### src/rtl/xor_encryptor.sv
// xor_encryptor: message-level XOR encryptor.
// Buffers MSG_LEN plaintext characters and then one key byte, all captured from
// the switches bus. It then streams char ^ key out on display under a
// valid/ready handshake, and pulses done once the last character has gone out.
// Optional feature macro: ROLLING_KEY_EN. When it is defined, the key rotates
// left by one place after every transfer. When it is undefined, the key is
// constant for the whole message.
module xor_encryptor #(
  parameter int WORD_W  = 10,
  parameter int CHAR_W  = 8,
  parameter int MSG_LEN = 8
) (
  input  logic                       clock,
  input  logic                       n_reset,
  input  logic [WORD_W-1:0]          switches,
  input  logic                       load,
  output logic                       ready,
  output logic [WORD_W-1:0]          display,
  output logic                       out_valid,
  input  logic                       out_ready,
  output logic [$clog2(MSG_LEN)-1:0] idx,
  output logic                       done
);

  localparam int CNT_W = $clog2(MSG_LEN);
  localparam logic [CNT_W-1:0] LAST = CNT_W'(MSG_LEN - 1);

  typedef enum logic [1:0] {
    LOAD_CHARS,
    LOAD_KEY,
    SEND,
    DONE
  } state_e;

  state_e                   state_q, state_d;
  logic [CNT_W-1:0]         cnt_q, cnt_d;
  logic [CHAR_W-1:0]        key_q, key_d;
  logic [CHAR_W-1:0]        msg_q [MSG_LEN];
  logic [CHAR_W-1:0]        msg_d [MSG_LEN];
  logic [WORD_W-1:0]        display_q, display_d;
  logic                     out_valid_q, out_valid_d;
  logic                     done_q, done_d;

  logic [CHAR_W-1:0]        char_in;
  logic [CHAR_W-1:0]        key_step;
  logic [CNT_W-1:0]         cnt_inc;
  logic                     xfer;
  logic                     unused_sw;

  // Rotate a key left by one place within CHAR_W bits.
  function automatic logic [CHAR_W-1:0] rotl1(input logic [CHAR_W-1:0] k);
    return {k[CHAR_W-2:0], k[CHAR_W-1]};
  endfunction

  // Only the low CHAR_W bits of switches carry data; the rest are deliberately dropped.
  assign char_in   = switches[CHAR_W-1:0];
  assign unused_sw = ^switches;

  assign cnt_inc = cnt_q + CNT_W'(1);
  assign xfer    = out_valid_q & out_ready;

  // The key used for the following character: rotated when rolling mode is on.
`ifdef ROLLING_KEY_EN
  assign key_step = rotl1(key_q);
`else
  assign key_step = key_q;
`endif

  assign ready     = (state_q == LOAD_CHARS) || (state_q == LOAD_KEY);
  assign display   = display_q;
  assign out_valid = out_valid_q;
  assign idx       = cnt_q;
  assign done      = done_q;

  // Next-state logic: capture chars, capture the key, then stream ciphertext.
  always_comb begin
    state_d     = state_q;
    cnt_d       = cnt_q;
    key_d       = key_q;
    msg_d       = msg_q;
    display_d   = display_q;
    out_valid_d = out_valid_q;
    done_d      = 1'b0;
    case (state_q)
      LOAD_CHARS: begin
        if (load) begin
          msg_d[cnt_q] = char_in;
          if (cnt_q == LAST) begin
            cnt_d   = '0;
            state_d = LOAD_KEY;
          end else begin
            cnt_d = cnt_inc;
          end
        end
      end
      LOAD_KEY: begin
        if (load) begin
          // The first ciphertext char uses the key arriving on this very edge.
          key_d       = char_in;
          display_d   = WORD_W'(msg_q[0] ^ char_in);
          out_valid_d = 1'b1;
          state_d     = SEND;
        end
      end
      SEND: begin
        if (xfer) begin
          key_d = key_step;
          if (cnt_q == LAST) begin
            out_valid_d = 1'b0;
            done_d      = 1'b1;
            cnt_d       = '0;
            state_d     = DONE;
          end else begin
            cnt_d     = cnt_inc;
            display_d = WORD_W'(msg_q[cnt_inc] ^ key_step);
          end
        end
      end
      DONE: begin
        state_d = LOAD_CHARS;
      end
      default: begin
        state_d = LOAD_CHARS;
      end
    endcase
  end

  // State and datapath registers; reset aborts any message in flight.
  always_ff @(posedge clock or negedge n_reset) begin
    if (!n_reset) begin
      state_q     <= LOAD_CHARS;
      cnt_q       <= '0;
      key_q       <= '0;
      display_q   <= '0;
      out_valid_q <= 1'b0;
      done_q      <= 1'b0;
      for (int i = 0; i < MSG_LEN; i++) begin
        msg_q[i] <= '0;
      end
    end else begin
      state_q     <= state_d;
      cnt_q       <= cnt_d;
      key_q       <= key_d;
      display_q   <= display_d;
      out_valid_q <= out_valid_d;
      done_q      <= done_d;
      msg_q       <= msg_d;
    end
  end

endmodule
### config.mk
export PLATFORM = sky130hd
export DESIGN_NAME = xor_encryptor
export DESIGN_NICKNAME = d
export VERILOG_FILES = /design/src/rtl/xor_encryptor.sv
export SDC_FILE = /design/constraint.sdc
export NUM_CORES = 1
export LEC_CHECK = 0
export ABC_AREA = 0
export CORE_MARGIN = 10
export CORE_UTILIZATION = 50
export DETAILED_ROUTE_END_ITERATION = 7
export HOLD_SLACK_MARGIN = 0.06
export PLACE_DENSITY = 0.7
export SETUP_SLACK_MARGIN = 0.5
export SLEW_MARGIN = 20
export SYNTH_ARGS = -nofsm -noshare
export SYNTH_HDL_FRONTEND = slang
export SYNTH_SLANG_ARGS = --single-unit
### constraint.sdc
create_clock -name clock -period 2.8 [get_ports clock]
set_clock_uncertainty 0.05 [all_clocks]
set_input_delay 0.56 -clock clock [delete_from_list [all_inputs] [get_ports clock]]
set_output_delay 0.56 -clock clock [all_outputs]
set_load 0.02 [all_outputs]
# Yosys cells after proc, flatten, opt, wreduce, memory -nomap -nowiden
# Cells that the tools add are included.
# classes
n_addsub,1
order_cmp,3
n_eq_ne,10
muxes,27
bitwise_logic,5
n_reduce_logical,11
# ops
op,n
64-bit bitwise mux,1
10-bit two-way mux,3
8-bit binary-select mux with 3-bit select,1
8-bit demux with 3-bit select,1
8-bit two-way mux,3
10-bit one-hot mux with 2 select lines,1
8-bit XOR,2
2-bit two-way mux,5
"2-bit != test, second input constant",5
3-bit two-way mux,3
"4-bit >= comparator, second input constant",2
3-bit NOT with 4-bit output,2
2-bit one-hot mux with 4 select lines,1
4-bit AND reduction,2
1-bit two-way mux,6
3-bit one-hot mux with 2 select lines,1
5-bit AND reduction,1
"2-bit equality test, second input constant",2
"4-bit by 1-bit less-than comparator with 1-bit output, second input constant",1
2-bit AND reduction,2
2-bit nonzero test,2
"3-bit by 1-bit adder with 3-bit output, second input constant",1
"3-bit equality test, second input constant",1
3-bit AND reduction,1
7 further kinds,7
# totals
regBits,89
inputBits,14
output_inout_bits,16
word_cells,71

# Logic depth before layout (Yosys ltp)
# depth
ltp_word,9
ltp_mapped,7
mapped_depth_nobuf,6

# Least setup slack after synthesis
# OpenSTA, ideal clock, no wires.
# synth_path
kind,register -> register
from,"register cnt_q[1], in the netlist idx[1]"
to,"register display_q[6], in the netlist display[6]"
setup_time_ps,136
arrival_time_ps,1854
required_time_ps,2614
setup_slack_ps,761
stages_incl_launch_ff,8
n_path_buf,1
period_less_slack_ps,2039
cell_sequence,dfrtp_1 ha_1 ha_1 nand3b_1 a21o_1 buf_1 a221oi_1 o41ai_1
# synth_between
elab_chain_cells,9
elab_cells_between_ends,12
cone_classes,add/sub: 1; eq/ne: 2; mux: 6; bitwise: 2; reduce/logical: 1
# synth_lines
item,line_no,source
from (decl),36,"logic [CNT_W-1:0] cnt_q, cnt_d;"
from (signal assigned),142,cnt_q <= cnt_d;
3-bit by 1-bit adder with 3-bit output,59,assign cnt_inc = cnt_q + CNT_W'(1);
3-bit NOT with 4-bit output (implied by the code),115,display_d = WORD_W'(msg_q[cnt_inc] ^ key_step);
8-bit binary-select mux with 3-bit select,115,
8-bit two-way mux (implied by the code) (2 in a row),115,
8-bit XOR,115,
10-bit two-way mux,108,if (cnt_q == LAST) begin
10-bit two-way mux,106,if (xfer) begin
10-bit one-hot mux with 2 select lines,84,case (state_q)
to (signal assigned),144,display_q <= display_d;
to (decl),40,"logic [WORD_W-1:0] display_q, display_d;"
# Several ways; a longest one is shown, not always the timed one. The select of a mux whose other input is x is not followed.
# A chain may end at the register's enable or synchronous reset.

# Worst setup path after layout
# layout_path
from,register state_q[0]
to,output ready
# layout_between
elab_chain_cells,2
elab_cells_between_ends,3
cone_classes,eq/ne: 1; reduce/logical: 2
# layout_lines
item,line_no,source
from (decl),35,"state_e state_q, state_d;"
from (signal assigned),141,state_q <= state_d;
2-bit by 1-bit equality test with 1-bit output or 2-bit logical NOT (tied branches),69,assign ready = (state_q == LOAD_CHARS) || (state_q == LOAD_KEY);
1-bit logical OR *,69,
to (decl),17,"output logic ready,"
# Every way passes the cells marked *; elsewhere a longest branch is shown, timed or not.

==> out/results.ini <==
[finish]
regArea_um2=2177
nFillCells=633
antenna_cells=0
multi_input_area_um2=1893
finalNetCount=346
syn_to_final_growth_pct=14.30
finalInstanceArea_um2=4811
layout-drive-gt1-share_pct=37.76

[pwr]
design_power_total_uw=5890
ir_drop_v=0.0005005
p_leak_uw=0.002104
p_per_area_nw_per_um2=1224

[cts]
cts_hold_buffers=0
cts_buffers=9
cts_tree=yes
cts.sinks=87
clk_pin_slew_ps=90
cts_max_level=3
cts-root-buf=clkbuf_8
clockBufferDepth=2
clkLatencyLatePin_ps=350

[sta]
slew_headroom_pct=57.59
rsz0062_at_grt=false
tns_ps=0
finalHoldViolCount=0
clock.fmax_ghz=0.4672
worst_pin_slew_ps=636.1
setup_viol=0
fin_crit_ps=2140
report.final.slew_viol_count=0
period_share_pct=76.44

[yosys]
yosys-top-cells-count=dfrtp_1, mux2_2, xor2_1
syn_inst=296
postSynthAreaPerCell_um2=14.22
synth_area_leaders=dfrtp_1, mux2_2, mux4_2
yosysSeqAreaShare_pct=51.72
synth_top_area_share_pct=51.72
synth-edff-count=0
netlist_area_um2=4209
async_flop_share_pct=100.0
synth_top_flop_cell=dfrtp_1
ys_ff_latch=87
synth_top_area_cell=dfrtp_1
yosysUniqueCellTypes=39
yosysWarnings=0
synth.most_common_cell=dfrtp_1

[worst_setup_path]
end_kind=output port
reg2reg_slack_ps=670
rr_worst_depth=6
cp_data_required_time_ps=2190
arrival_ps=1530
timing.rr.start=idx[1]$_DFFE_PN0P_
critPathKind=flop to output port
rr_endpoint=display[6]$_DFFE_PN0P_
cp_max_fo=5
critPathLaunchType=flop

[placed_design]
place_area_um2=4577
hpwl_um=5597
port_buffers=25
place.gp.congestion=0.7845

[die]
die_y_um=111.8
core_area_um2=8217
row_count=33
dieArea_um2=12490
start_util_pct=51.23
die_w_um=111.8
ios=30

[detailed_routing]
drtPass1Iterations=4
via_per_inst=5.681
drt_iter0_drc=96
dr_total_vias=2477
drtAntennaViolNets=0
totalWireLength_um=8589
wire_per_inst_um=19.70
drc=0

[global_routing]
grt_util_met3_pct=2.845
antenna_found_initial=0
grtUsageMet2_pct=23.00
gr-total-overflow=0
grt_pass1_wl_um=14350
top_usage_layer=met2
grt_pass1_vias=2603
grt_usage_pct=14.34
met1_usage_pct=18.74
grt_max_degree=50

[hold_path]
hold_path_class=input port to async pin

[run_status]
status=completed

[flow_run]
drv_cap=0

power breakdown:
| part | total (uW) | switching, uW | internal (uW) |
|---|---|---|---|
| registers | 2200 | 346 | 1850 |
| clock network | 986 | 455 | 532 |
| logic | 2700 | 1240 | 1460 |
| total | 5890 | 2050 | 3840 |
worst max-delay path by stage:
| stage | startpoint | end | slack, ps |
|---|---|---|---|
| floorplan | idx[1]$_DFFE_PN0P_ | display[6]$_DFFE_PN0P_ | 760 |
| global placement | load | msg_q[55]$_DFFE_PN0P_ | 400 |
| detailed placement | load | msg_q[49]$_DFFE_PN0P_ | 360 |
| CTS | state_q[0]$_DFFE_PN0P_ | ready | 520 |
| global route | idx[1]$_DFFE_PN0P_ | display[6]$_DFFE_PN0P_ | 540 |
| finish | state_q[0]$_DFFE_PN0P_ | ready | 660 |
per-layer routing:
metal  routed length (um)  share of wire (%)
met5                    0                  0
met4                  138                1.6
met3                  354                4.1
met2                 4171                 49
met1                 3925                 46
per-stage QoR:
| stage | cells | hold WS [ps] | util [%] | setup slack [ps] |
|---|---|---|---|---|
| after global routing | 436 | 213.4 | 58.55 | 542.4 |
| after detailed placement | 420 | 427.3 | 55.70 | 360.9 |
| after global placement | 420 | 420.0 | 55.70 | 401.9 |
| after CTS | 436 | 196.2 | 58.61 | 517.5 |
| after floorplan | 297 | 214.4 | - | 761.0 |
| final | 436 | 167.8 | 58.55 | 659.7 |
worst max-delay path, stage by stage, from the launching register on:
cell	delay [ps]
dfrtp_1	370
inv_1	90
ha_2	250
or2_2	320
clkbuf_2	160
logic make-up (layout without fill, tap and decap cells):
family / Yosys count / count (layout) / share of synthesized area, %
fa+ha+maj: 6 / 6 / 1.784
simple gates: 34 / 34 / 4.578
xor+xnor: 15 / 15 / 3.121
mux: 100 / 100 / 31.33
flops: 87 / 87 / 51.72
compound gates: 27 / 27 / 3.865
other cells: 1 / 2 / 0.08909
buf+inv: 26 / 60 / 3.508
layout make-up:
class                      instances  share of cell area [%]
timing repair buffer              38                   7.386
inverter                           6                  0.4681
tap                              105                   2.731
clock buffer                      10                   2.861
clock inverter                     6                   1.951
sequential                        87                   45.25
multi-input combinational        184                   39.35
registers in the layout, indices dropped and copies added (netlist names):
name,count
idx,3
out_valid,1
state_q,2
display,8
msg_q,64
done,1
key_q,8
cells in the final DEF (no fill, tap or decap), drive strengths merged, types with 2 or more instances in the layout:
cell type      netlist  final
nand2b               2      2
mux2                73     73
nand3                3      3
nand3b               2      2
buf                 17     14
dfrtp               87     87
bufinv               0      2
o22ai                7      7
conb                 1      2
clkdlybuf4s50        0     22
o21ai                6      6
mux2i               11     11
xor2                14     14
mux4                16     16
ha                   6      6
inv                  5      5
clkbuf               3     11
or3                  2      2
a21oi               10     10
nor2                14     14
clkinv               1      4
nand2                7      7
timing repair:
action                                  CTS  global route
cloned                                    0             0
pin swaps                                 0             0
gates resized for setup                   6             1
setup buffers                             0             0
endpoints found under the setup margin    2             1
(Power assumes the default switching activity.)
